<file path="src/rtl/cb_dinb_seq.sv">
// -----------------------------------------------------------------------------
// cb_dinb_seq
//   Streams a burst of C-buffer reads and, RD_LAT cycles later, presents one
//   beat per read to the CB port-B data mapper (select word + 1-based index).
//
//   Ports
//     clk, sys_rst_n        clock (rising edge), async active-low reset
//     cmd_valid/cmd_ready   command handshake; ready only while idle
//     cmd_dir, cmd_lk0      direction code and landmark half-select
//     cmd_base, cmd_len     first row and number of rows to stream
//     C_rd_en, C_rd_addr    C-buffer read strobe / address
//     CB_dinb_sel, l_k_0    mapper select word {type, dir} and half-select
//     seq_cnt_out           1-based beat index, 0 when no beat is active
//     busy, done            busy from acceptance to done; done is a 1-cycle pulse
//
//   State   | meaning
//   --------+-----------------------------------------------------------
//   S_IDLE  | waiting for a command, cmd_ready high
//   S_ISSUE | one C-buffer read per cycle, cmd_len reads in total
//   S_DRAIN | reads finished, waiting for the read pipeline to empty
//   S_DONE  | one-cycle done pulse, returns to idle
//
//   RD_LAT must be 1..4.
// -----------------------------------------------------------------------------
module cb_dinb_seq #(
  parameter int SEQ_CNT_DW     = 5,
  parameter int CB_DINB_SEL_DW = 5,
  parameter int ADDR_W         = 8,
  parameter int RD_LAT         = 2
) (
  input  logic                      clk,
  input  logic                      sys_rst_n,
  input  logic                      cmd_valid,
  output logic                      cmd_ready,
  input  logic [1:0]                cmd_dir,
  input  logic                      cmd_lk0,
  input  logic [ADDR_W-1:0]         cmd_base,
  input  logic [SEQ_CNT_DW-1:0]     cmd_len,
  output logic                      C_rd_en,
  output logic [ADDR_W-1:0]         C_rd_addr,
  output logic [CB_DINB_SEL_DW-1:0] CB_dinb_sel,
  output logic                      l_k_0,
  output logic [SEQ_CNT_DW-1:0]     seq_cnt_out,
  output logic                      busy,
  output logic                      done
);

  localparam int TYPE_W = CB_DINB_SEL_DW - 2;
  localparam logic [TYPE_W-1:0] SEL_TYPE = TYPE_W'(1);
  // Every pipeline stage except the output stage.
  localparam logic [RD_LAT-1:0] UPSTREAM_M = ~(RD_LAT'(1) << (RD_LAT - 1));

  typedef enum logic [1:0] {
    S_IDLE  = 2'd0,
    S_ISSUE = 2'd1,
    S_DRAIN = 2'd2,
    S_DONE  = 2'd3
  } state_t;

  state_t                  state_q;
  logic                    ready_q;
  logic                    busy_q;
  logic                    done_q;
  logic                    rd_en_q;
  logic [ADDR_W-1:0]       addr_q;
  logic [SEQ_CNT_DW-1:0]   cnt_q;
  logic [SEQ_CNT_DW-1:0]   len_q;
  logic [1:0]              dir_q;
  logic                    lk0_q;

  logic [RD_LAT-1:0]       vld_q;
  logic [SEQ_CNT_DW-1:0]   idx_q [RD_LAT];

  logic [ADDR_W-1:0]       addr_d;
  logic [SEQ_CNT_DW-1:0]   cnt_d;
  logic                    beat_vld;

  assign addr_d = addr_q + ADDR_W'(1);
  assign cnt_d  = cnt_q + SEQ_CNT_DW'(1);

  // cnt_q holds the 1-based index of the read currently on C_rd_en.
  always_ff @(posedge clk or negedge sys_rst_n) begin
    if (!sys_rst_n) begin
      state_q <= S_IDLE;
      ready_q <= 1'b0;
      busy_q  <= 1'b0;
      done_q  <= 1'b0;
      rd_en_q <= 1'b0;
      addr_q  <= '0;
      cnt_q   <= '0;
      len_q   <= '0;
      dir_q   <= 2'b00;
      lk0_q   <= 1'b0;
    end else begin
      case (state_q)
        S_IDLE: begin
          ready_q <= 1'b1;
          if (cmd_valid && ready_q) begin
            ready_q <= 1'b0;
            busy_q  <= 1'b1;
            dir_q   <= cmd_dir;
            lk0_q   <= cmd_lk0;
            len_q   <= cmd_len;
            if (cmd_len == '0) begin
              state_q <= S_DONE;
              done_q  <= 1'b1;
            end else begin
              state_q <= S_ISSUE;
              rd_en_q <= 1'b1;
              addr_q  <= cmd_base;
              cnt_q   <= SEQ_CNT_DW'(1);
            end
          end
        end
        S_ISSUE: begin
          if (cnt_q == len_q) begin
            rd_en_q <= 1'b0;
            state_q <= S_DRAIN;
          end else begin
            addr_q <= addr_d;
            cnt_q  <= cnt_d;
          end
        end
        S_DRAIN: begin
          // Leave when only the output stage may still hold a beat, so the
          // done pulse lands in the cycle right after the last beat.
          if ((vld_q & UPSTREAM_M) == '0) begin
            state_q <= S_DONE;
            done_q  <= 1'b1;
          end
        end
        S_DONE: begin
          state_q <= S_IDLE;
          done_q  <= 1'b0;
          busy_q  <= 1'b0;
          ready_q <= 1'b1;
        end
        default: begin
          state_q <= S_IDLE;
        end
      endcase
    end
  end

  // Read-latency pipeline: tracks which cycles carry returning data and
  // the beat index that belongs to it.
  always_ff @(posedge clk or negedge sys_rst_n) begin
    if (!sys_rst_n) begin
      vld_q <= '0;
      for (int k = 0; k < RD_LAT; k++) begin
        idx_q[k] <= '0;
      end
    end else begin
      vld_q[0] <= rd_en_q;
      idx_q[0] <= cnt_q;
      for (int k = 1; k < RD_LAT; k++) begin
        vld_q[k] <= vld_q[k-1];
        idx_q[k] <= idx_q[k-1];
      end
    end
  end

  // dir_q is stable across a whole burst: a new command is only accepted
  // after the pipeline has drained.
  assign beat_vld    = vld_q[RD_LAT-1];
  assign CB_dinb_sel = beat_vld ? {SEL_TYPE, dir_q} : '0;
  assign seq_cnt_out = beat_vld ? idx_q[RD_LAT-1] : '0;

  assign cmd_ready = ready_q;
  assign busy      = busy_q;
  assign done      = done_q;
  assign C_rd_en   = rd_en_q;
  assign C_rd_addr = addr_q;
  assign l_k_0     = lk0_q;

endmodule
</file>
<file path="config.mk">
export PLATFORM = sky130hd
export DESIGN_NAME = cb_dinb_seq
export DESIGN_NICKNAME = d
export VERILOG_FILES = /design/src/rtl/cb_dinb_seq.sv
export SDC_FILE = /design/constraint.sdc
export NUM_CORES = 1
export LEC_CHECK = 0
export ABC_CLOCK_PERIOD_IN_PS = 1900
export CORE_ASPECT_RATIO = 1.75
export CORE_MARGIN = 2
export CORE_UTILIZATION = 45
export CTS_BUF_LIST = sky130_fd_sc_hd__clkbuf_8 sky130_fd_sc_hd__clkbuf_16
export DETAILED_ROUTE_END_ITERATION = 12
export PLACE_DENSITY = 0.75
export SYNTH_ARGS = -nofsm -noshare
export SYNTH_HDL_FRONTEND = slang
export SYNTH_SLANG_ARGS = --single-unit
</file>
<file path="constraint.sdc">
create_clock -name clk -period 1.9 [get_ports clk]
set_input_delay 0.475 -clock clk [delete_from_list [all_inputs] [get_ports clk]]
set_output_delay 0.475 -clock clk [all_outputs]
set_load 0.01 [all_outputs]
</file>
* Yosys cells after proc, flatten, opt, wreduce, memory -nomap -nowiden
Index checks and enable logic that the tools add are counted.
** Storage, ports and cells
- Input bits :: 19
- Logic and storage cells :: 65
- Output and inout bits :: 23
- Register bits :: 39
** Operators by class
- Eq/ne operators :: 10
- Add/subtract/negate cells :: 2
- Reductions and logical operators :: 13
- Mux-type cells :: 27
** Operators with widths (number)
- $mux W8 :: 3
- $mux W5 :: 4
- $pmux W8 S2 :: 1
- $ne A2 B2 Y1 const B :: 6
- $reduce_and A4 Y1 :: 3
- $pmux W5 S2 :: 1
- $add A8 B1 Y8 const B :: 1
- $mux W1 :: 8
- $mux W2 :: 4
- $pmux W2 S4 :: 1
- $pmux W1 S2 :: 3
- $add A5 B1 Y5 const B :: 1
- $eq A5 B5 Y1 :: 1
- $logic_not A5 Y1 :: 1
- $eq A2 B2 Y1 const B :: 2
- $logic_not A2 Y1 :: 2
- $reduce_and A2 Y1 :: 2
- $reduce_bool A2 Y1 :: 2
- $mux W3 :: 1
- $pmux W1 S3 :: 1
- $reduce_and A3 Y1 :: 1
- $reduce_bool A3 Y1 :: 1
- $eq A2 B1 Y1 const B :: 1
- $logic_and A1 B1 Y1 :: 1

* Depth between registers and ports, before layout
Gate-level depths: netlist of run 1.
- Depth in word-level cells :: 4
- Mapped depth :: 9
- Mapped depth without buffers :: 7

* Worst setup path before layout of run 1
No wires, ideal clock.
- Path kind :: register to register
- Start :: reg state_q[0]
- End :: reg state_q[1]
- Buffers on the path :: 1
- Data arrival time :: 1.943 ns
- Clock period less this slack :: 2.068 ns
- Library setup time :: 0.125 ns
- Cell stages (with the launch flop) :: 8
- Required time :: 1.775 ns
- Path slack :: -0.168 ns
- Path through :: dfrtp_1 inv_1 ha_1 buf_2 nand3_1 a22oi_1 a21boi_0 mux2_2
** Between the ends
- Word-level cells in the longest chain between the ends :: 3
- Elaborated cells between the ends (all ways) :: 9
- Those cells by class :: eq/ne (6); mux (1); reduce/logical (2)
** Ends and longest elaborated chain
- from (decl) :: line 60 : state_t state_q;
- from (signal assigned) :: line 84 : state_q <= S_IDLE;
- from (signal assigned) :: line 105 : state_q <= S_DONE;
- from (signal assigned) :: line 108 : state_q <= S_ISSUE;
- $eq A2 B2 Y1 (tied with other cells) :: line 95 : case (state_q)
- $ne A2 B2 Y1 (no line)
- $reduce_and A3 Y1 (no line)
Parallel ways exist; a longest one is shown, timed or not.
A chain may end at the register's enable or synchronous reset.

* Worst setup path after layout of run 1
- Start :: reg addr_q[0] (netlist: C_rd_addr[0])
- End :: out C_rd_addr[0]
** RTL lines
- from (decl) :: line 65 : logic [ADDR_W-1:0] addr_q;
- from (signal assigned) :: line 110 : addr_q <= cmd_base;
- from (signal assigned) :: line 120 : addr_q <= addr_d;
- to (decl) :: line 40 : output logic [ADDR_W-1:0] C_rd_addr,
No word-level cell between the ends.

==> results of run 1 <==
-- per-stage QoR --
stage               TNS [ns]  instances  power [mW]
floorplan            -0.0106        193        2.93
global placement       -3.20        299        4.00
detailed placement     -3.74        299        4.07
CTS                 -0.00954        307        4.72
global route         -0.0188        308        5.10
finish                     0        308        4.73
-- final cells by class --
type / count / area share, %
Multi-Input combinational cell: 137 / 36.0
Timing Repair Buffer: 65 / 22.3
Inverter: 8 / 1.08
Sequential cell: 39 / 35.2
Tap cell: 51 / 2.30
Clock buffer: 5 / 2.48
Clock inverter: 3 / 0.721
-- cell usage after synthesis (3+ instances only) --
library cell,number,area (sq um)
a21oi_1,10,50.1
clkbuf_1,3,11.3
buf_4,3,22.5
mux2i_1,5,50.1
nand3_1,9,45.0
inv_1,8,30.0
ha_1,6,75.1
and2_1,8,50.1
nand2_1,20,75.1
or3_1,3,18.8
dfrtp_1,39,976
nor2_1,6,22.5
mux2_2,10,113
o22ai_1,4,25.0
and3_1,4,25.0
o21ai_0,8,40.0
xor2_1,5,43.8
nor3_1,3,15.0
nand4_1,3,18.8
-- per-layer routing --
layer  vias up  track usage (%)
met2        42             36.9
met4         0             10.8
met1       815             22.1
met5         -                0
li1        808                -
met3        10             2.61
-- worst max-delay path by stage --
| stage | from | end | slack, ns |
|---|---|---|---|
| after floorplan | state_q[0] | state_q[1] | -0.01 |
| after global placement | cmd_len[3] | C_rd_addr[4] | -0.30 |
| after detailed placement | cmd_len[3] | C_rd_addr[4] | -0.31 |
| after CTS | state_q[0] | C_rd_addr[2] | -0.01 |
| after global routing | state_q[1] | C_rd_addr[2] | -0.02 |
| final | C_rd_addr[0] | C_rd_addr[0] | 0.04 |
-- flip-flops by register name, indices dropped and copies added (netlist names), 2 cells and up --
register / count
len_q: 5
C_rd_addr: 8
vld_q: 2
state_q: 2
idx_q: 10
cnt_q: 5
dir_q: 2
-- timing repair --
item,in CTS,in global routing
hold buffers,0,0
pin swaps,0,0
gates resized for setup,9,15
buffers inserted,0,1
endpoints found under the setup margin,13,21
-- cells by family (layout without fill, tap and decap cells) --
| family | count (synthesis) | count (layout) | share of synthesized area [%] |
|---|---|---|---|
| fa+ha+maj | 6 | 6 | 3.79 |
| compound gates | 40 | 40 | 13.5 |
| mux | 15 | 15 | 8.21 |
| xor+xnor | 5 | 5 | 2.21 |
| buf+inv | 17 | 81 | 4.30 |
| simple gates | 69 | 69 | 18.6 |
| other cells | 1 | 2 | 0.189 |
| flops | 39 | 39 | 49.3 |
-- report_power, final --
group | total, mW | switching, mW | internal (mW) | leakage, nW
Combinational | 2.69 | 1.27 | 1.42 | 0.817
Sequential | 1.48 | 0.290 | 1.19 | 0.462
Clock | 0.558 | 0.302 | 0.255 | 0.0402
Total | 4.73 | 1.86 | 2.87 | 1.32
==> impl_metrics.xml, run 1 <==
<?xml version="1.0" encoding="UTF-8"?>
<metrics>
  <group name="floorplanning">
    <metric name="vertical_die_dimension" unit="um">91.8</metric>
    <metric name="std_cell_rows" unit="">32</metric>
    <metric name="num_io_pins" unit="">42</metric>
    <metric name="floorplan.die_area" unit="sq um">4970</metric>
    <metric name="fp.coreArea" unit="sq um">4320</metric>
    <metric name="die_width" unit="um">54.2</metric>
    <metric name="floorplan.initialDensity" unit="%">45.8</metric>
  </group>
  <group name="synth">
    <metric name="yosysWarningCount" unit="">0</metric>
    <metric name="synth_sequential_area_ratio" unit="%">49.3</metric>
    <metric name="synth-edff-count" unit="">0</metric>
    <metric name="postSynthAreaPerCell" unit="sq um">10.3</metric>
    <metric name="synthesis.instances" unit="">192</metric>
    <metric name="synthArstFlopShare" unit="%">100</metric>
    <metric name="synth-main-ff-cell" unit="">dfrtp_1</metric>
    <metric name="post_synth_num_cell_types" unit="">44</metric>
    <metric name="synth.ff_latch_count" unit="">39</metric>
    <metric name="syn-cell-area" unit="sq um">1980</metric>
  </group>
  <group name="placement">
    <metric name="detailed_place_hpwl" unit="um">3470</metric>
    <metric name="port-buffer-count" unit="">39</metric>
    <metric name="pre_cts_ws" unit="ns">-0.306</metric>
    <metric name="placed_area" unit="sq um">2590</metric>
    <metric name="gp_congestion" unit="">0.875</metric>
  </group>
  <group name="timing">
    <metric name="drv_slew" unit="">0</metric>
    <metric name="setup_viol_count_final" unit="">0</metric>
    <metric name="grt_setup_unrepaired" unit="">yes</metric>
    <metric name="timing.fmax" unit="MHz">538</metric>
    <metric name="clock-skew-final" unit="ns">0.00571</metric>
    <metric name="post-route-min-period" unit="ns">1.86</metric>
    <metric name="fin_worst_hold_slack" unit="ns">0.0998</metric>
    <metric name="worst_slack" unit="ns">0.0427</metric>
    <metric name="finalHoldViolations" unit="">0</metric>
    <metric name="finalCritPeriodShare" unit="%">97.8</metric>
  </group>
  <group name="run_status">
    <metric name="run_status" unit="">completed</metric>
  </group>
  <group name="grt">
    <metric name="grt_first_pass_wirelength" unit="um">7490</metric>
    <metric name="largest_net_degree_at_the_start_of_global_routing" unit="">25</metric>
    <metric name="gr-usage-all-layers" unit="%">20.7</metric>
    <metric name="number_of_global_route_vias_before_repair" unit="">1672</metric>
    <metric name="number_of_antenna_violations_at_the_first_check_in_global_routing" unit="">0</metric>
    <metric name="global_route.overflow_total" unit="">0</metric>
  </group>
  <group name="clock_tree">
    <metric name="h-tree-depth" unit="">2</metric>
    <metric name="clock_latency" unit="ns">0.29</metric>
    <metric name="cts_inserted_buffers" unit="">5</metric>
    <metric name="clk_path_buf_depth" unit="">2</metric>
    <metric name="tritoncts" unit="">yes</metric>
    <metric name="clk_root_buffer_cell" unit="">clkbuf_8</metric>
    <metric name="tritoncts_num_sinks" unit="">39</metric>
    <metric name="clk_transition_reported_paths" unit="ns">0.08</metric>
  </group>
  <group name="min_path">
    <metric name="min-delay-path-class" unit="">in -&gt; async</metric>
  </group>
  <group name="route">
    <metric name="post_drt_via_cell_ratio" unit="">5.44</metric>
    <metric name="wl_per_cell" unit="um">15.3</metric>
    <metric name="met2_length" unit="um">2680</metric>
    <metric name="met3_wl" unit="um">152</metric>
    <metric name="route.top_layer_used" unit="">met4</metric>
    <metric name="wl_met1" unit="um">1740</metric>
    <metric name="drt_drc_violations_left" unit="">0</metric>
    <metric name="detail_route.iter0.violations" unit="">31</metric>
    <metric name="detailroute.via_count" unit="">1675</metric>
    <metric name="detail_route.first_pass.iterations" unit="">4</metric>
    <metric name="wirelength" unit="um">4720</metric>
    <metric name="ant_nets" unit="">0</metric>
  </group>
  <group name="power_and_ir_drop">
    <metric name="p_per_area" unit="nW/um^2">1700</metric>
    <metric name="total_leakage_power" unit="nW">1.32</metric>
    <metric name="vdd_drop_max" unit="V">0.000949</metric>
  </group>
  <group name="layout">
    <metric name="area_of_the_multi_input_gates" unit="sq um">1000</metric>
    <metric name="mostFrequentLayoutCells" unit="">dfrtp_1 (38), clkdlybuf4s50_1 (28), buf_4 (25)</metric>
    <metric name="layout.cells.most_common" unit="">dfrtp_1</metric>
    <metric name="fraction_of_final_layout_cells_sized_beyond_drive_strength_1" unit="%">23.7</metric>
    <metric name="utilization" unit="%">64.2</metric>
    <metric name="final_design_area_no_fill" unit="sq um">2780</metric>
    <metric name="insertedDiodeCount" unit="">0</metric>
    <metric name="area_taken_by_flip_flops_and_latches" unit="sq um">977</metric>
    <metric name="final_stage_net_count" unit="">281</metric>
    <metric name="num-fill-cells" unit="">344</metric>
    <metric name="area_growth" unit="%">40.2</metric>
  </group>
  <group name="setup_path">
    <metric name="cpMaxStageDelayCell" unit="">clkdlybuf4s50_1</metric>
    <metric name="ff2ff_setup_slack" unit="ns">0.08</metric>
    <metric name="crit_path_class" unit="">reg -&gt; out</metric>
    <metric name="cp-end-kind" unit="">primary output</metric>
    <metric name="worst_r2r_path_depth" unit="">6</metric>
    <metric name="timing.critical_path.max_delay_family" unit="">buffers and inverters</metric>
    <metric name="cp_data_required_time" unit="ns">1.42</metric>
    <metric name="crit_path_cell_trace" unit="">clkdlybuf4s50_1</metric>
    <metric name="crit_buf_inv" unit="">1</metric>
    <metric name="critical_path_peak_fanout" unit="">7</metric>
    <metric name="crit_path_max_incr_delay" unit="ns">0.60</metric>
    <metric name="start_kind" unit="">flip-flop</metric>
    <metric name="r2r-start" unit="">state_q[0]</metric>
    <metric name="cp.depth" unit="">1</metric>
    <metric name="rr_endpoint" unit="">state_q[1]</metric>
    <metric name="crit_arrival" unit="ns">1.38</metric>
  </group>
  <group name="flow_run">
    <metric name="max_cap_viols" unit="">0</metric>
  </group>
</metrics>
(Power assumes the default switching activity.)
==> run 2: changes to the inputs <==
--- a/config.mk
+++ b/config.mk
@@ -8,10 +8,10 @@
 export ABC_CLOCK_PERIOD_IN_PS = 1900
 export CORE_ASPECT_RATIO = 1.75
 export CORE_MARGIN = 2
-export CORE_UTILIZATION = 45
+export CORE_UTILIZATION = 40
 export CTS_BUF_LIST = sky130_fd_sc_hd__clkbuf_8 sky130_fd_sc_hd__clkbuf_16
 export DETAILED_ROUTE_END_ITERATION = 12
-export PLACE_DENSITY = 0.75
+export PLACE_DENSITY = 0.68
 export SYNTH_ARGS = -nofsm -noshare
 export SYNTH_HDL_FRONTEND = slang
 export SYNTH_SLANG_ARGS = --single-unit
==> impl_metrics.xml, run 2 (synthesis gave the netlist of run 1 again) <==
<?xml version="1.0" encoding="UTF-8"?>
<metrics>
  <group name="power_and_ir_drop">
    <metric name="vdd_drop_max" unit="V">0.00115</metric>
    <metric name="power_switching_share" unit="%">37.8</metric>
    <metric name="combinational_share_of_power" unit="%">55.6</metric>
    <metric name="switching_power" unit="mW">1.85</metric>
    <metric name="power_frac_seq" unit="%">30.0</metric>
    <metric name="total_leakage_power" unit="nW">1.37</metric>
    <metric name="p_per_area" unit="nW/um^2">1730</metric>
    <metric name="p_int" unit="mW">3.06</metric>
    <metric name="relative_contribution_of_the_clock_network_to_total_power" unit="%">14.4</metric>
  </group>
  <group name="grt">
    <metric name="number_of_global_route_vias_before_repair" unit="">1788</metric>
    <metric name="gr-usage-all-layers" unit="%">18.4</metric>
    <metric name="global_route.overflow_total" unit="">0</metric>
    <metric name="grt_first_pass_wirelength" unit="um">8080</metric>
    <metric name="largest_net_degree_at_the_start_of_global_routing" unit="">40</metric>
    <metric name="number_of_antenna_violations_at_the_first_check_in_global_routing" unit="">0</metric>
  </group>
  <group name="floorplanning">
    <metric name="fp.coreArea" unit="sq um">4710</metric>
    <metric name="floorplan.die_area" unit="sq um">5550</metric>
    <metric name="std_cell_rows" unit="">33</metric>
    <metric name="die_width" unit="um">57.2</metric>
    <metric name="vertical_die_dimension" unit="um">97.1</metric>
    <metric name="floorplan.initialDensity" unit="%">42.1</metric>
    <metric name="num_io_pins" unit="">42</metric>
  </group>
  <group name="setup_path">
    <metric name="crit_buf_inv" unit="">1</metric>
    <metric name="crit_path_class" unit="">reg -&gt; out</metric>
    <metric name="r2r-start" unit="">state_q[0]</metric>
    <metric name="cp_data_required_time" unit="ns">1.42</metric>
    <metric name="crit_arrival" unit="ns">1.34</metric>
    <metric name="timing.critical_path.max_delay_family" unit="">buffers and inverters</metric>
    <metric name="crit_path_max_incr_delay" unit="ns">0.58</metric>
    <metric name="critical_path_peak_fanout" unit="">7</metric>
    <metric name="cp-end-kind" unit="">primary output</metric>
    <metric name="start_kind" unit="">flip-flop</metric>
    <metric name="ff2ff_setup_slack" unit="ns">0.10</metric>
    <metric name="rr_endpoint" unit="">C_rd_addr[7]</metric>
    <metric name="cpMaxStageDelayCell" unit="">clkdlybuf4s50_1</metric>
    <metric name="crit_path_cell_trace" unit="">clkdlybuf4s50_1</metric>
    <metric name="worst_r2r_path_depth" unit="">8</metric>
  </group>
  <group name="route">
    <metric name="detailroute.via_count" unit="">1727</metric>
    <metric name="detail_route.first_pass.iterations" unit="">4</metric>
    <metric name="wl_per_cell" unit="um">14.3</metric>
    <metric name="detail_route.iter0.violations" unit="">32</metric>
    <metric name="drt_drc_violations_left" unit="">0</metric>
    <metric name="post_drt_via_cell_ratio" unit="">5.45</metric>
    <metric name="ant_nets" unit="">0</metric>
    <metric name="wirelength" unit="um">4520</metric>
  </group>
  <group name="placement">
    <metric name="detailed_place_hpwl" unit="um">3380</metric>
    <metric name="gp_congestion" unit="">0.820</metric>
    <metric name="port-buffer-count" unit="">39</metric>
    <metric name="pre_cts_ws" unit="ns">-0.400</metric>
    <metric name="post_place_cells" unit="">308</metric>
  </group>
  <group name="layout">
    <metric name="area_growth" unit="%">43.0</metric>
    <metric name="registers.top_by_ff_count" unit="">idx_q</metric>
    <metric name="insertedDiodeCount" unit="">0</metric>
    <metric name="finalNonFillerCells" unit="">317</metric>
    <metric name="fraction_of_final_layout_cells_sized_beyond_drive_strength_1" unit="%">25.3</metric>
    <metric name="largest_register_ff_count" unit="">10</metric>
    <metric name="final_stage_net_count" unit="">289</metric>
    <metric name="layout.cells.most_common" unit="">dfrtp_1</metric>
    <metric name="mostFrequentLayoutCells" unit="">dfrtp_1 (38), buf_4 (33), clkdlybuf4s50_1 (28)</metric>
  </group>
  <group name="run_status">
    <metric name="run_status" unit="">completed</metric>
  </group>
  <group name="timing">
    <metric name="finalCritPeriodShare" unit="%">95.6</metric>
    <metric name="fin_worst_hold_slack" unit="ns">0.221</metric>
    <metric name="worst_slack" unit="ns">0.0845</metric>
    <metric name="grt_setup_unrepaired" unit="">no</metric>
    <metric name="setup_viol_count_final" unit="">0</metric>
    <metric name="timing.fmax" unit="MHz">551</metric>
    <metric name="finalHoldViolations" unit="">0</metric>
    <metric name="clock-skew-final" unit="ns">0.00725</metric>
    <metric name="drv_slew" unit="">0</metric>
    <metric name="post-route-min-period" unit="ns">1.82</metric>
  </group>
  <group name="clock_tree">
    <metric name="cts_inserted_buffers" unit="">5</metric>
    <metric name="tritoncts" unit="">yes</metric>
    <metric name="clock_latency" unit="ns">0.30</metric>
    <metric name="cts_hold_repair.buffers" unit="">0</metric>
    <metric name="tritoncts_num_sinks" unit="">39</metric>
    <metric name="clk_root_buffer_cell" unit="">clkbuf_8</metric>
    <metric name="clk_transition_reported_paths" unit="ns">0.08</metric>
    <metric name="clk_path_buf_depth" unit="">2</metric>
    <metric name="h-tree-depth" unit="">2</metric>
  </group>
  <group name="min_path">
    <metric name="min-delay-path-class" unit="">in -&gt; async</metric>
  </group>
  <group name="flow_run">
    <metric name="max_cap_viols" unit="">0</metric>
  </group>
</metrics>
[run 2: worst max-delay path by stage]
| stage | from | cells after the start | slack (ns) | endpoint |
|---|---|---|---|---|
| 2_1_floorplan | state_q[0] | 7 | -0.01 | state_q[1] |
| 3_3_place_gp | cmd_len[0] | 8 | -0.32 | C_rd_addr[4] |
| 3_5_place_dp | cmd_len[3] | 8 | -0.40 | C_rd_addr[4] |
| 4_1_cts | state_q[0] | 7 | -0.01 | C_rd_addr[2] |
| 5_1_grt | cnt_q[4] | 6 | 0.0003 | C_rd_addr[4] |
| 6_report | C_rd_addr[0] | 1 | 0.08 | C_rd_addr[0] |
[run 2: repair_timing]
action,CTS,global route
buffers inserted,0,1
endpoints found under the setup margin,8,22
pin swaps,1,1
resized for setup,4,18
gates cloned,0,0
[run 2: cell type report]
class | instances | area [sq um]
Fill cell | 421 | 1880
Sequential cell | 39 | 977
Multi-Input combinational cell | 137 | 975
Timing Repair Buffer | 73 | 669
Clock buffer | 5 | 68.8
Tap cell | 52 | 65.1
Clock inverter | 3 | 46.3
Inverter | 8 | 30.0
[run 2: power groups by stage]
stage | clock (mW) | combinational, mW | sequential [mW]
2_1_floorplan | 0 | 1.42 | 1.51
3_3_place_gp | 0 | 2.62 | 1.48
3_5_place_dp | 0 | 2.65 | 1.49
4_1_cts | 0.721 | 2.69 | 1.48
5_1_grt | 0.767 | 3.02 | 1.54
6_report | 0.709 | 2.73 | 1.47
[run 2: routing by layer]
| metal | GRT usage (%) | up-vias | wire length [um] |
|---|---|---|---|
| met5 | 0 | - | 0 |
| met4 | 8.05 | 0 | 131 |
| met1 | 21.6 | 843 | 1700 |
| met2 | 32.0 | 46 | 2500 |
| li1 | - | 825 | - |
| met3 | 3.20 | 13 | 193 |
[run 2: through the flow]
step           area [sq um]  power, mW  utilization [%]  TNS (ns)
5_1_grt                2830       5.33             60.2         0
6_report               2830       4.91             60.2         0
3_5_place_dp           2640       4.14             56.0     -4.00
3_3_place_gp           2640       4.10             56.0     -3.64
2_1_floorplan          1990       2.93                -   -0.0106
4_1_cts                2760       4.89             58.6   -0.0195
==> run 3: changes to the inputs <==
--- a/config.mk
+++ b/config.mk
@@ -7,7 +7,7 @@
 export LEC_CHECK = 0
 export ABC_CLOCK_PERIOD_IN_PS = 1900
 export CORE_ASPECT_RATIO = 1.75
-export CORE_MARGIN = 2
+export CORE_MARGIN = 3
 export CORE_UTILIZATION = 40
 export CTS_BUF_LIST = sky130_fd_sc_hd__clkbuf_8 sky130_fd_sc_hd__clkbuf_16
 export DETAILED_ROUTE_END_ITERATION = 12
==> impl_metrics.xml, run 3 (synthesis gave the netlist of run 1 again) <==
<?xml version="1.0" encoding="UTF-8"?>
<metrics>
  <group name="run_status">
    <metric name="run_status" unit="">completed</metric>
  </group>
  <group name="layout">
    <metric name="final_stage_net_count" unit="">290</metric>
    <metric name="largest_register_ff_count" unit="">10</metric>
    <metric name="final_design_area_no_fill" unit="sq um">2850</metric>
    <metric name="layout.cells.most_common" unit="">dfrtp_1</metric>
    <metric name="fraction_of_final_layout_cells_sized_beyond_drive_strength_1" unit="%">27.1</metric>
    <metric name="area_growth" unit="%">43.7</metric>
    <metric name="registers.top_by_ff_count" unit="">idx_q</metric>
    <metric name="num-fill-cells" unit="">415</metric>
    <metric name="utilization" unit="%">59.9</metric>
    <metric name="insertedDiodeCount" unit="">0</metric>
    <metric name="mostFrequentLayoutCells" unit="">dfrtp_1 (38), buf_4 (34), clkdlybuf4s50_1 (31)</metric>
  </group>
  <group name="power_and_ir_drop">
    <metric name="total_leakage_power" unit="nW">1.32</metric>
    <metric name="relative_contribution_of_the_clock_network_to_total_power" unit="%">14.1</metric>
    <metric name="p_per_area" unit="nW/um^2">1760</metric>
    <metric name="vdd_drop_max" unit="V">0.000982</metric>
    <metric name="power_frac_seq" unit="%">29.5</metric>
    <metric name="p_int" unit="mW">3.13</metric>
    <metric name="power_switching_share" unit="%">37.6</metric>
    <metric name="switching_power" unit="mW">1.89</metric>
    <metric name="design_power_total" unit="mW">5.02</metric>
    <metric name="combinational_share_of_power" unit="%">56.4</metric>
  </group>
  <group name="route">
    <metric name="detail_route.iter0.violations" unit="">42</metric>
    <metric name="ant_nets" unit="">0</metric>
    <metric name="detailroute.via_count" unit="">1702</metric>
    <metric name="post_drt_via_cell_ratio" unit="">5.35</metric>
    <metric name="wl_per_cell" unit="um">14.5</metric>
    <metric name="wirelength" unit="um">4620</metric>
    <metric name="detail_route.first_pass.iterations" unit="">5</metric>
    <metric name="drt_drc_violations_left" unit="">0</metric>
  </group>
  <group name="grt">
    <metric name="grt_first_pass_wirelength" unit="um">7780</metric>
    <metric name="number_of_antenna_violations_at_the_first_check_in_global_routing" unit="">0</metric>
    <metric name="number_of_global_route_vias_before_repair" unit="">1683</metric>
    <metric name="largest_net_degree_at_the_start_of_global_routing" unit="">40</metric>
    <metric name="gr-usage-all-layers" unit="%">17.1</metric>
    <metric name="global_route.overflow_total" unit="">0</metric>
  </group>
  <group name="timing">
    <metric name="setup_viol_count_final" unit="">0</metric>
    <metric name="finalCritPeriodShare" unit="%">96.6</metric>
    <metric name="clock-skew-final" unit="ns">0.0114</metric>
    <metric name="timing_worst_slew_pin_value" unit="ns">0.500</metric>
    <metric name="slew-limit-headroom" unit="%">66.6</metric>
    <metric name="timing.fmax" unit="MHz">545</metric>
    <metric name="post-route-min-period" unit="ns">1.84</metric>
    <metric name="fin_worst_hold_slack" unit="ns">0.209</metric>
    <metric name="grt_setup_unrepaired" unit="">yes</metric>
    <metric name="finalHoldViolations" unit="">0</metric>
    <metric name="drv_slew" unit="">0</metric>
  </group>
  <group name="clock_tree">
    <metric name="clk_transition_reported_paths" unit="ns">0.09</metric>
    <metric name="clk_root_buffer_cell" unit="">clkbuf_8</metric>
    <metric name="cts_inserted_buffers" unit="">5</metric>
    <metric name="h-tree-depth" unit="">2</metric>
    <metric name="tritoncts" unit="">yes</metric>
    <metric name="tritoncts_num_sinks" unit="">39</metric>
    <metric name="clk_path_buf_depth" unit="">2</metric>
    <metric name="clock_latency" unit="ns">0.29</metric>
    <metric name="cts_hold_repair.buffers" unit="">0</metric>
  </group>
  <group name="flow_run">
    <metric name="max_cap_viols" unit="">0</metric>
  </group>
  <group name="placement">
    <metric name="detailed_place_hpwl" unit="um">3390</metric>
    <metric name="placed_area" unit="sq um">2630</metric>
    <metric name="gp_congestion" unit="">0.806</metric>
    <metric name="port-buffer-count" unit="">39</metric>
  </group>
  <group name="setup_path">
    <metric name="ff2ff_setup_slack" unit="ns">0.09</metric>
    <metric name="cp-end-kind" unit="">primary output</metric>
    <metric name="start_kind" unit="">flip-flop</metric>
    <metric name="crit_path_class" unit="">reg -&gt; out</metric>
    <metric name="worst_r2r_path_depth" unit="">8</metric>
    <metric name="cp_data_required_time" unit="ns">1.42</metric>
    <metric name="critical_path_peak_fanout" unit="">7</metric>
    <metric name="r2r-start" unit="">state_q[0]</metric>
    <metric name="rr_endpoint" unit="">C_rd_addr[4]</metric>
    <metric name="crit_arrival" unit="ns">1.36</metric>
  </group>
  <group name="floorplanning">
    <metric name="vertical_die_dimension" unit="um">99.1</metric>
    <metric name="floorplan.die_area" unit="sq um">5870</metric>
    <metric name="fp.coreArea" unit="sq um">4750</metric>
    <metric name="floorplan.initialDensity" unit="%">41.7</metric>
    <metric name="num_io_pins" unit="">42</metric>
    <metric name="std_cell_rows" unit="">33</metric>
    <metric name="die_width" unit="um">59.2</metric>
  </group>
  <group name="min_path">
    <metric name="min-delay-path-class" unit="">in -&gt; async</metric>
  </group>
</metrics>
-- run 3: cell count changes in the layout (fill, tap and decap cells not counted), sizes merged --
cell	change
buf	+1
clkdlybuf4s50	+3
dlymetal6s2s	-3
inv	-1
clkinvlp	+1
-- run 3: power groups by stage --
stage | combinational, mW | clock, mW | sequential, mW
3_3_place_gp | 2.65 | 0 | 1.48
3_5_place_dp | 2.69 | 0 | 1.49
2_1_floorplan | 1.42 | 0 | 1.51
5_1_grt | 3.10 | 0.766 | 1.53
4_1_cts | 2.77 | 0.726 | 1.47
6_report | 2.83 | 0.706 | 1.48
-- run 3: worst max path at each step --
stage	from	to	slack, ns	cells past startpoint
after floorplan	state_q[0]	state_q[1]	-0.01	7
after global placement	cmd_len[0]	C_rd_addr[4]	-0.34	7
after detailed placement	cmd_len[1]	C_rd_addr[4]	-0.40	7
after CTS	cmd_len[1]	C_rd_addr[4]	-0.02	7
after global routing	state_q[0]	C_rd_addr[4]	-0.04	8
final	vld_q[1]	seq_cnt_out[3]	0.06	2
-- run 3: critical path, stage by stage (launching register included) --
cell and delay (ns):
dfrtp_2 0.41, and2_1 0.14, clkdlybuf4s50_1 0.53
-- run 3: layout make-up --
cell class                 instances  area, sq um  share of cell area (%)
sequential                        39          977                    34.3
timing repair buffer              74          669                    23.5
clock buffer                       5         68.8                    2.42
inverter                           8         33.8                    1.19
multi-input combinational        137          986                    34.6
clock inverter                     3         46.3                    1.63
tap                               52         65.1                    2.29
-- run 3: through the flow --
step,instances,TNS [ns],setup slack (ns)
2_1_floorplan,193,-0.0106,-0.0106
3_3_place_gp,307,-4.29,-0.338
3_5_place_dp,307,-5.53,-0.397
4_1_cts,316,-0.0222,-0.0222
5_1_grt,318,-0.0468,-0.0351
6_report,318,0,0.0647
-- run 3: what timing repair did --
item / in CTS / in global routing
pin swaps: 0 / 1
gates resized for setup: 5 / 18
setup endpoints to repair: 21 / 21
buffers inserted: 1 / 2
-- run 3: per-layer routing --
layer  track usage (%)  share of wire (%)  vias to the layer above
li1                  -                  -                      827
met1              19.5                 40                      821
met2              29.7                 53                       46
met3              3.64                4.5                        8
met4              6.98                1.9                        0
met5                 0                  0                        -
